File: config.mk
export PLATFORM = sky130hd
export DESIGN_NAME = sig_delay_meas
export DESIGN_NICKNAME = d
export VERILOG_FILES = /design/src/rtl/sig_delay_meas.sv
export SDC_FILE = /design/constraint.sdc
export NUM_CORES = 1
export LEC_CHECK = 0
export CORE_UTILIZATION = 38
export CTS_CLUSTER_SIZE = 40
export DETAILED_ROUTE_END_ITERATION = 8
export HOLD_SLACK_MARGIN = 0.02
export PLACE_DENSITY = 0.64
export REMOVE_ABC_BUFFERS = 1
export SYNTH_ARGS = -nofsm -noshare
export SYNTH_HDL_FRONTEND = slang
export SYNTH_SLANG_ARGS = --single-unit
File: constraint.sdc
create_clock -name clk -period 3.5 [get_ports clk]
set_clock_uncertainty 0.15 [all_clocks]
set_input_delay 0.7 -clock clk [delete_from_list [all_inputs] [get_ports clk]]
set_output_delay 0.7 -clock clk [all_outputs]
set_load 0.01 [all_outputs]
File: src/rtl/sig_delay_meas.sv
// sig_delay_meas: in-line loop-back latency meter for a sample delay path.
// Blanks the path until its output has been quiet, injects one marker
// sample and counts sample strobes until the marker is seen coming back.
module sig_delay_meas #(
  parameter int WIDTH     = 12,
  parameter int QUIET_LEN = 16
) (
  input  logic             clk,
  input  logic             rst_n,
  input  logic             data_valid,
  input  logic [WIDTH-1:0] data_in,
  output logic [WIDTH-1:0] tx_data,
  input  logic [WIDTH-1:0] rx_data,
  input  logic             start,
  input  logic [WIDTH-2:0] threshold,
  input  logic [WIDTH-1:0] marker,
  input  logic [14:0]      timeout,
  output logic             busy,
  output logic             done,
  output logic             timed_out,
  output logic [14:0]      measured
);

  typedef enum logic [2:0] {
    S_IDLE  = 3'd0,
    S_QUIET = 3'd1,
    S_SEND  = 3'd2,
    S_WAIT  = 3'd3,
    S_FAIL  = 3'd4,
    S_END   = 3'd5
  } state_e;

  localparam logic [7:0]  QUIET_LEN_C = 8'(QUIET_LEN);
  localparam logic [14:0] CNT_MAX     = 15'h7FFF;

  // Magnitude of a signed sample; the most negative code saturates to the
  // largest positive magnitude so it still fits in WIDTH-1 bits.
  function automatic logic [WIDTH-2:0] sat_abs(input logic [WIDTH-1:0] v);
    logic [WIDTH-1:0] neg;
    neg = (~v) + {{(WIDTH-1){1'b0}}, 1'b1};
    if (!v[WIDTH-1]) begin
      sat_abs = v[WIDTH-2:0];
    end else if (v[WIDTH-2:0] == {(WIDTH-1){1'b0}}) begin
      sat_abs = {(WIDTH-1){1'b1}};
    end else begin
      sat_abs = neg[WIDTH-2:0];
    end
  endfunction

  state_e      state_q, state_d;
  logic [7:0]  quiet_q, quiet_d;
  logic [14:0] phase_q, phase_d;
  logic [14:0] limit_q, limit_d;
  logic [14:0] measured_q, measured_d;
  logic        timed_out_q, timed_out_d;

  logic        detect;
  logic [7:0]  quiet_nx;
  logic [14:0] phase_inc;

  // Return-sample detector and counter increments shared by the FSM.
  always_comb begin
    detect    = (sat_abs(rx_data) >= threshold);
    phase_inc = phase_q + 15'd1;
    if (detect) begin
      quiet_nx = 8'd0;
    end else begin
      quiet_nx = quiet_q + 8'd1;
    end
  end

  // State register together with the measurement counters and results.
  always_ff @(posedge clk or negedge rst_n) begin
    if (!rst_n) begin
      state_q     <= S_IDLE;
      quiet_q     <= 8'd0;
      phase_q     <= 15'd0;
      limit_q     <= 15'd0;
      measured_q  <= 15'd0;
      timed_out_q <= 1'b0;
    end else begin
      state_q     <= state_d;
      quiet_q     <= quiet_d;
      phase_q     <= phase_d;
      limit_q     <= limit_d;
      measured_q  <= measured_d;
      timed_out_q <= timed_out_d;
    end
  end

  // Next-state and counter update; only valid strobes advance anything.
  always_comb begin
    state_d     = state_q;
    quiet_d     = quiet_q;
    phase_d     = phase_q;
    limit_d     = limit_q;
    measured_d  = measured_q;
    timed_out_d = timed_out_q;
    case (state_q)
      S_IDLE: begin
        if (start) begin
          quiet_d     = 8'd0;
          phase_d     = 15'd0;
          timed_out_d = 1'b0;
          if (timeout == 15'd0) begin
            limit_d = CNT_MAX;
          end else begin
            limit_d = timeout;
          end
          state_d = S_QUIET;
        end else begin
          state_d = S_IDLE;
        end
      end
      S_QUIET: begin
        if (data_valid) begin
          phase_d = phase_inc;
          quiet_d = quiet_nx;
          // Quiet completion wins over a timeout on the same strobe.
          if (quiet_nx == QUIET_LEN_C) begin
            state_d = S_SEND;
          end else if (phase_inc == limit_q) begin
            state_d = S_FAIL;
          end else begin
            state_d = S_QUIET;
          end
        end else begin
          state_d = S_QUIET;
        end
      end
      S_SEND: begin
        if (data_valid) begin
          phase_d = 15'd0;
          state_d = S_WAIT;
        end else begin
          state_d = S_SEND;
        end
      end
      S_WAIT: begin
        if (data_valid) begin
          phase_d = phase_inc;
          // A return on the last allowed strobe still counts as a hit.
          if (detect) begin
            measured_d  = phase_inc;
            timed_out_d = 1'b0;
            state_d     = S_END;
          end else if (phase_inc == limit_q) begin
            state_d = S_FAIL;
          end else begin
            state_d = S_WAIT;
          end
        end else begin
          state_d = S_WAIT;
        end
      end
      S_FAIL: begin
        measured_d  = CNT_MAX;
        timed_out_d = 1'b1;
        state_d     = S_END;
      end
      S_END: begin
        state_d = S_IDLE;
      end
      default: begin
        state_d = S_IDLE;
      end
    endcase
  end

  // Output decode from the state register: path mux and status flags.
  always_comb begin
    tx_data = data_in;
    busy    = 1'b0;
    done    = 1'b0;
    case (state_q)
      S_IDLE: begin
        tx_data = data_in;
      end
      S_QUIET, S_WAIT, S_FAIL: begin
        tx_data = {WIDTH{1'b0}};
        busy    = 1'b1;
      end
      S_SEND: begin
        tx_data = marker;
        busy    = 1'b1;
      end
      S_END: begin
        tx_data = {WIDTH{1'b0}};
        done    = 1'b1;
      end
      default: begin
        tx_data = data_in;
      end
    endcase
  end

  assign timed_out = timed_out_q;
  assign measured  = measured_q;

endmodule

==> results.sh <==
export IMPL_outcome="finished with violations"
export IMPL_violations="negative setup slack"
export IMPL_clkSinkCount=57
export IMPL_critical_path_class="in2reg"
export IMPL_setup_viol=27
export IMPL_min_period_over_period_pct=111.4
export IMPL_yosysMostFrequentCell="nand2_1"
export IMPL_wirelength_um=12720
export IMPL_synth_area_leader_cell="dfrtp_1"
export IMPL_cts_hold_buf=0
export IMPL_postSynthCellCount=507
export IMPL_fillers=884
export IMPL_powerDensity_nw_per_um2=343.9
export IMPL_synth_top_family_by_area="compound AO/OA/AOI/OAI gates"
export IMPL_finalNonFillerCells=786
export IMPL_die_h_um=106.7
export IMPL_detail_route_wl_per_cell_um=16.18
export IMPL_drv_cap=0
export IMPL_drive_gt1_share_pct=20.46
export IMPL_area_delta_synth_final_pct=48.56
export IMPL_worstMarginPinSlew_ps=646.6
export IMPL_synthXorXnorAreaFrac_pct=4.537
export IMPL_vias_per_cell=5.628
export IMPL_reg2reg_slack_ps=320
export IMPL_cts_tree="built"
export IMPL_min_period_ps=3899
export IMPL_hpwl_um=9004
export IMPL_layout_nets=726
export IMPL_hold_class="in2async"
export IMPL_utilization_pct=59.12
export IMPL_grt_pass1_vias=4259
export IMPL_die_x_um=106.7
export IMPL_grt_pass1_wl_um=20470
export IMPL_p_leak_nw=2.539
export IMPL_synthTopCellsByCount="nand2_1, dfrtp_1, o21ai_0, clkbuf_1"
export IMPL_synth_seq_cells=57
export IMPL_rows=37
export IMPL_final_hold_violation_count=0
export IMPL_ioPinCount=96
export IMPL_design_area_um2=6186
export IMPL_initial_core_util_pct=39.80
export IMPL_antenna_cells=0
export IMPL_synth_top_cell_area_share_pct=34.25
export IMPL_clock_latency_ps=340
export IMPL_grt_overflow=0
export IMPL_gr_usage_all_layers_pct=22.79
export IMPL_regToRegStartpoint="phase_q[7]$_DFFE_PN0P_"
export IMPL_synth_compound_area_share_pct=25.72
export IMPL_grt_antenna_before_repair=0
export IMPL_synthMuxAreaShare_pct=2.434
export IMPL_ys_async_sr_fraction_pct=100.0
export IMPL_core_area_um2=10460
export IMPL_max_slew_margin_pct=56.79
export IMPL_vdd_drop_max_v=0.0002425
export IMPL_synth_cell_types=63
export IMPL_report_final_slew_viol_count=0
export IMPL_setup_ws_ps=-398.7
export IMPL_dp_slack_ps=-1356
export IMPL_placed_cell_area_um2=5514
export IMPL_via_count=4424
export IMPL_synthSimpleGateAreaFrac_pct=23.38
export IMPL_cts_made_buffers=9
export IMPL_cp_required_ps=3530
export IMPL_dieArea_um2=11380
export IMPL_cp_max_fo=5
export IMPL_path_clk_slew_ps=70
export IMPL_syn_avg_cell_area_um2=8.213
export IMPL_synth_area_leaders="dfrtp_1, nand2_1, o21ai_0"
export IMPL_synth_area_um2=4164
export IMPL_setup_tns_ps=-8209
export IMPL_place_gp_congestion=0.9316
export IMPL_fmaxAchievable_ghz=0.2565
export IMPL_ys_warn_count=0
export IMPL_ys_seq_area_share_pct=34.25
export IMPL_htree_levels=3
export IMPL_antenna_left=0
export IMPL_placedCellCount=751
export IMPL_endpoint_kind="flop"
export IMPL_synth_enable_flop_cells=0
export IMPL_dr_pass1_iters=5
export IMPL_grt_max_degree=40
export IMPL_synth_ff_type="dfrtp_1"
export IMPL_drt_first_iter_violations=231
export IMPL_cts_buffer_depth=2
export IMPL_drc=0
export IMPL_r2r_end="state_q[0]$_DFF_PN0_"
export IMPL_clock_root_buffer="clkbuf_8"
export IMPL_yosys_area_share_adder_pct=4.207
export IMPL_arrival_ps=3930
export IMPL_grt_setup_unrepaired="yes"
export IMPL_io_buffers=95
export IMPL_start_kind="primary input"
export IMPL_r2r_cells=8
worst max-delay path by stage:
stage	slack (ps)	endpoint	from	cells past startpoint
4_1_cts	-400	measured[10]$_DFFE_PN0P_	rx_data[4]	18
3_3_place_gp	-1220	state_q[1]$_DFF_PN0_	rx_data[2]	18
2_1_floorplan	-860	measured[4]$_DFFE_PN0P_	rx_data[1]	15
3_5_place_dp	-1360	state_q[1]$_DFF_PN0_	rx_data[2]	16
6_report	-400	measured[10]$_DFFE_PN0P_	rx_data[3]	19
5_1_grt	-550	measured[11]$_DFFE_PN0P_	rx_data[3]	17
registers in the layout, indices dropped and copies added (netlist names):
name / cells
limit_q: 15
measured: 15
phase_q: 15
quiet_q: 8
state_q: 3
timed_out: 1
metrics by stage:
stage,total power (W),hold WS [ps]
floorplan,0.001117,254.4
CTS,0.002103,162.2
global placement,0.001360,336.5
global route,0.002239,179.6
detailed placement,0.001377,346.2
finish,0.002127,165.9
cells in the final DEF (no fill, tap or decap), drive strengths merged, types with 3 or more instances in the layout:
cell type	instances
nand2	88
clkdlybuf4s50	86
buf	76
dfrtp	57
o21ai	56
nor2	19
a21oi	19
inv	18
nand3	17
o22a	15
ha	14
a22oi	12
xnor2	11
o211ai	11
nor3	11
clkbuf	10
nand2b	9
mux2i	9
xor2	8
nor4	8
nand4	7
o31ai	6
a31oi	5
o311ai	5
or4	5
nor2b	4
and2	4
a22o	4
or3	4
o2111ai	4
a21o	3
and3	3
and4	3
a2111oi	3
power breakdown:
part / switching, W / internal [W] / total (W)
registers: 0.000106 / 0.000724 / 0.000830
logic: 0.000290 / 0.000316 / 0.000606
clock network: 0.000277 / 0.000415 / 0.000692
total: 0.000673 / 0.00145 / 0.00213
critical path, stage by stage:
cell       delay, ps
buf_8            100
nor3_4           170
nand3b_1         140
or3_4            360
or4_4            470
nand2_2           70
nand2_1           50
o21ai_1          140
ha_1             190
nand2_1           70
o21ai_2          150
a21oi_2           80
buf_4            130
o211ai_1         350
o2111ai_4        270
buf_12           220
buf_16           130
nand2_2           60
o211ai_1          80
cell type report:
cell class / count / area, µm² / share of cell area [%]
multi-input cells: 395 / 2738 / 44.26
repair buffers: 165 / 1564 / 25.28
flip-flops and latches: 57 / 1426 / 23.06
well taps: 136 / 170.2 / 2.751
clock buffers: 10 / 137.6 / 2.225
clock inverters: 5 / 80.08 / 1.294
inverters: 18 / 70.07 / 1.133
per-layer routing:
| layer | vias to the layer above | global-route usage [%] | wire [µm] |
|---|---|---|---|
| met4 | 0 | 6.458 | 139 |
| met5 | - | 0 | 0 |
| met1 | 2141 | 28.00 | 5565 |
| met3 | 13 | 3.708 | 432 |
| li1 | 2151 | - | - |
| met2 | 119 | 40.88 | 6581 |
cells by family after synthesis:
group	count (synthesis)
flops	57
fa+ha+maj	14
mux	10
compound gates	161
simple gates	190
xor+xnor	20
buf+inv	55
timing repair:
action / in CTS / in global routing
resized for setup: 67 / 28
gates cloned: 4 / 0
setup buffers: 13 / 3
endpoints found under the setup margin: 27 / 27
pin swaps: 20 / 27
Note: power is estimated with default switching activity, not from simulation.
==> patch (same settings) <==
The 6 states of `state_e` get a one-hot encoding in 6 bits.
--- a/src/rtl/sig_delay_meas.sv
+++ b/src/rtl/sig_delay_meas.sv
@@ -21,13 +21,13 @@
   output logic [14:0]      measured
 );
 
-  typedef enum logic [2:0] {
-    S_IDLE  = 3'd0,
-    S_QUIET = 3'd1,
-    S_SEND  = 3'd2,
-    S_WAIT  = 3'd3,
-    S_FAIL  = 3'd4,
-    S_END   = 3'd5
+  typedef enum logic [5:0] {
+    S_IDLE  = 6'b000001,
+    S_QUIET = 6'b000010,
+    S_SEND  = 6'b000100,
+    S_WAIT  = 6'b001000,
+    S_FAIL  = 6'b010000,
+    S_END   = 6'b100000
   } state_e;
 
   localparam logic [7:0]  QUIET_LEN_C = 8'(QUIET_LEN);
Behaviour: same outputs for any inputs over 10 cycles, from zero or initial values and one cycle with rst_n low; not proved beyond that.
==> patch against the unedited design <==
Hold slack improved by 0.18 ns. Highest routed layer unchanged. Critical path type unchanged. Design area up 1.9%. Synthesized cell count grew 5.3%. Cell count rose by 2.0%. Area after synthesis rose by 7.8%. Power is 35% higher. The run still ends with setup timing left. Sequential power is 19% higher. Register-to-register slack improved by 0.04 ns. Sequential cell count up 3. Routed wire length rose by 2.8%. Worst setup slack improved by 0.28 ns. Global-route usage is 0.93 points lower. Non-clock buffer count down 15.
==> patch: results (changes against the unedited design) <==
Setup path
  • Setup slack, reg-to-reg: 0.36 ns (+0.04 ns)
  • Worst reg2reg endpoint: state_q[3]$_DFF_PN0_
  • Crit-path leading delay family: simple AND/OR/NAND/NOR gates
  • Worst Setup EP: state_q[4]$_DFF_PN0_
  • Reg-to-Reg Start: phase_q[1]$_DFFE_PN0P_
  • Worst path max stage delay: 0.54 ns (+0.07 ns)
  • Worst R2R Path Depth: 8 (unchanged)
  • CP Launch Point: rx_data[4]
  • Crit path arrival time: 3.68 ns (-0.25 ns)

Logic synthesis
  • Yosys synthesis warning count: 0 (unchanged)
  • Xor/xnor share of the synthesized area: 6.05% (+1.5 points)
  • Library cells used by synthesis: 66 (+4.8%)
  • Commonest cells in the netlist: 66 x nand2_1, 59 x dfrtp_1, 38 x o21ai_0
  • Post-Syn Area per Cell: 8.40 um^2 (+2.3%)
  • Compound-Gate Fraction of Synth Area: 25.0% (-0.69 points)
  • Sequential share of the synthesized area: 33.5% (-0.77 points)
  • Main flop type after synthesis: dfrtp_1
  • Post-Synth Adder-Cell Area: 3.90% (-0.30 points)
  • Synth top area cells: dfrtp_1 33%, nand2_1 5.5%, o21ai_0 4.2%, xnor2_1 4.1%, ha_1 3.9%
  • Mux contribution to synthesized area: 0.892% (-1.5 points)

Layout
  • Share of post-route cells with drive strength above 1: 17.5% (-3.0 points)
  • Nets: 736 (+1.4%)
  • # fillers: 1064 (+20%)
  • Layout Cells excl Fill: 802 (+2.0%)

Timing
  • Hold slack: 0.348 ns (+0.182 ns)
  • Final setup violation count: 6 (-78%)
  • Final worst slack: -0.118 ns (+0.281 ns)
  • Max-slew headroom: 35.3% (-21 points)
  • Setup TNS: -0.342 ns (+7.87 ns)

Power
  • Pleak: 2.67 nW (+5.3%)
  • Net load switching power: 1.03 mW (+53%)
  • Clock network power share: 26.8% (-5.7 points)
  • Power Combinational: 1.11 mW (+83%)
  • Internal power: 1.85 mW (+27%)
  • VDD IR max: 0.000362 V (+49%)

GRT
  • Gr usage total: 21.9% (-0.93 points)
  • Largest net degree at the start of global routing: 45 (+13%)
  • First-pass GRT wire length: 21700 um (+6.1%)
  • Initial antenna violation count: 0 (unchanged)
  • Number of global-route vias before repair: 4335 (+1.8%)

Worst hold path
  • HP Class: reg -> reg
  • Hold path depth: 2

Status
  • Status: finished with violations
  • Failing checks: setup timing

Clock tree
  • CTS Buffer Depth: 2 (unchanged)
  • Reg clk slew, reported paths: 0.05 ns (-0.02 ns)
  • Root Driver: clkbuf_16
  • Clock Latency Late Sink: 0.33 ns
  • CTS H-tree lvls: 3 (unchanged)

Route
  • Drt wl/cell: 16.3 um (+0.78%)
  • Initial drt markers: 324 (+40%)
  • Total number of vias: 4540 (+2.6%)

Placed design
  • DP HPWL: 9920 um (+10%)
  • I/O Buffers: 95 (unchanged)
  • Area of placed instances: 0.00579 mm^2 (+4.9%)
  • DP Worst Slack: -1.10 ns (+0.254 ns)
  • Routability cong.: 0.928 (-0.35%)
  • # placed instances: 778 (+3.6%)
-- patch: layout make-up --
cell class	instances	area [um^2]	area share [%]
Multi-Input combinational cell	410	2880	45.6
Sequential cell	60	1500	23.8
Timing Repair Buffer	150	1390	22.1
Clock buffer	11	243	3.85
Tap cell	143	179	2.84
Inverter	25	93.8	1.49
Clock inverter	3	15.0	0.238
-- patch: metal layers --
metal / vias up / global-route usage (%) / wire, um
met1: 2161 / 31.4 / 6080
met5: - / 0 / 0
met2: 131 / 34.2 / 6120
met3: 14 / 3.77 / 741
met4: 0 / 5.07 / 136
li1: 2234 / - / -
-- patch: repair_timing --
| item | 4_1_cts | 5_1_grt |
|---|---|---|
| setup endpoints to repair | 29 | 29 |
| setup buffers | 9 | 1 |
| resized for setup | 59 | 18 |
| pin swaps | 31 | 24 |
-- patch: cells by family after synthesis --
group | after synthesis
mux | 4
buf+inv | 64
flops | 60
simple gates | 199
fa+ha+maj | 14
compound gates | 162
xor+xnor | 31
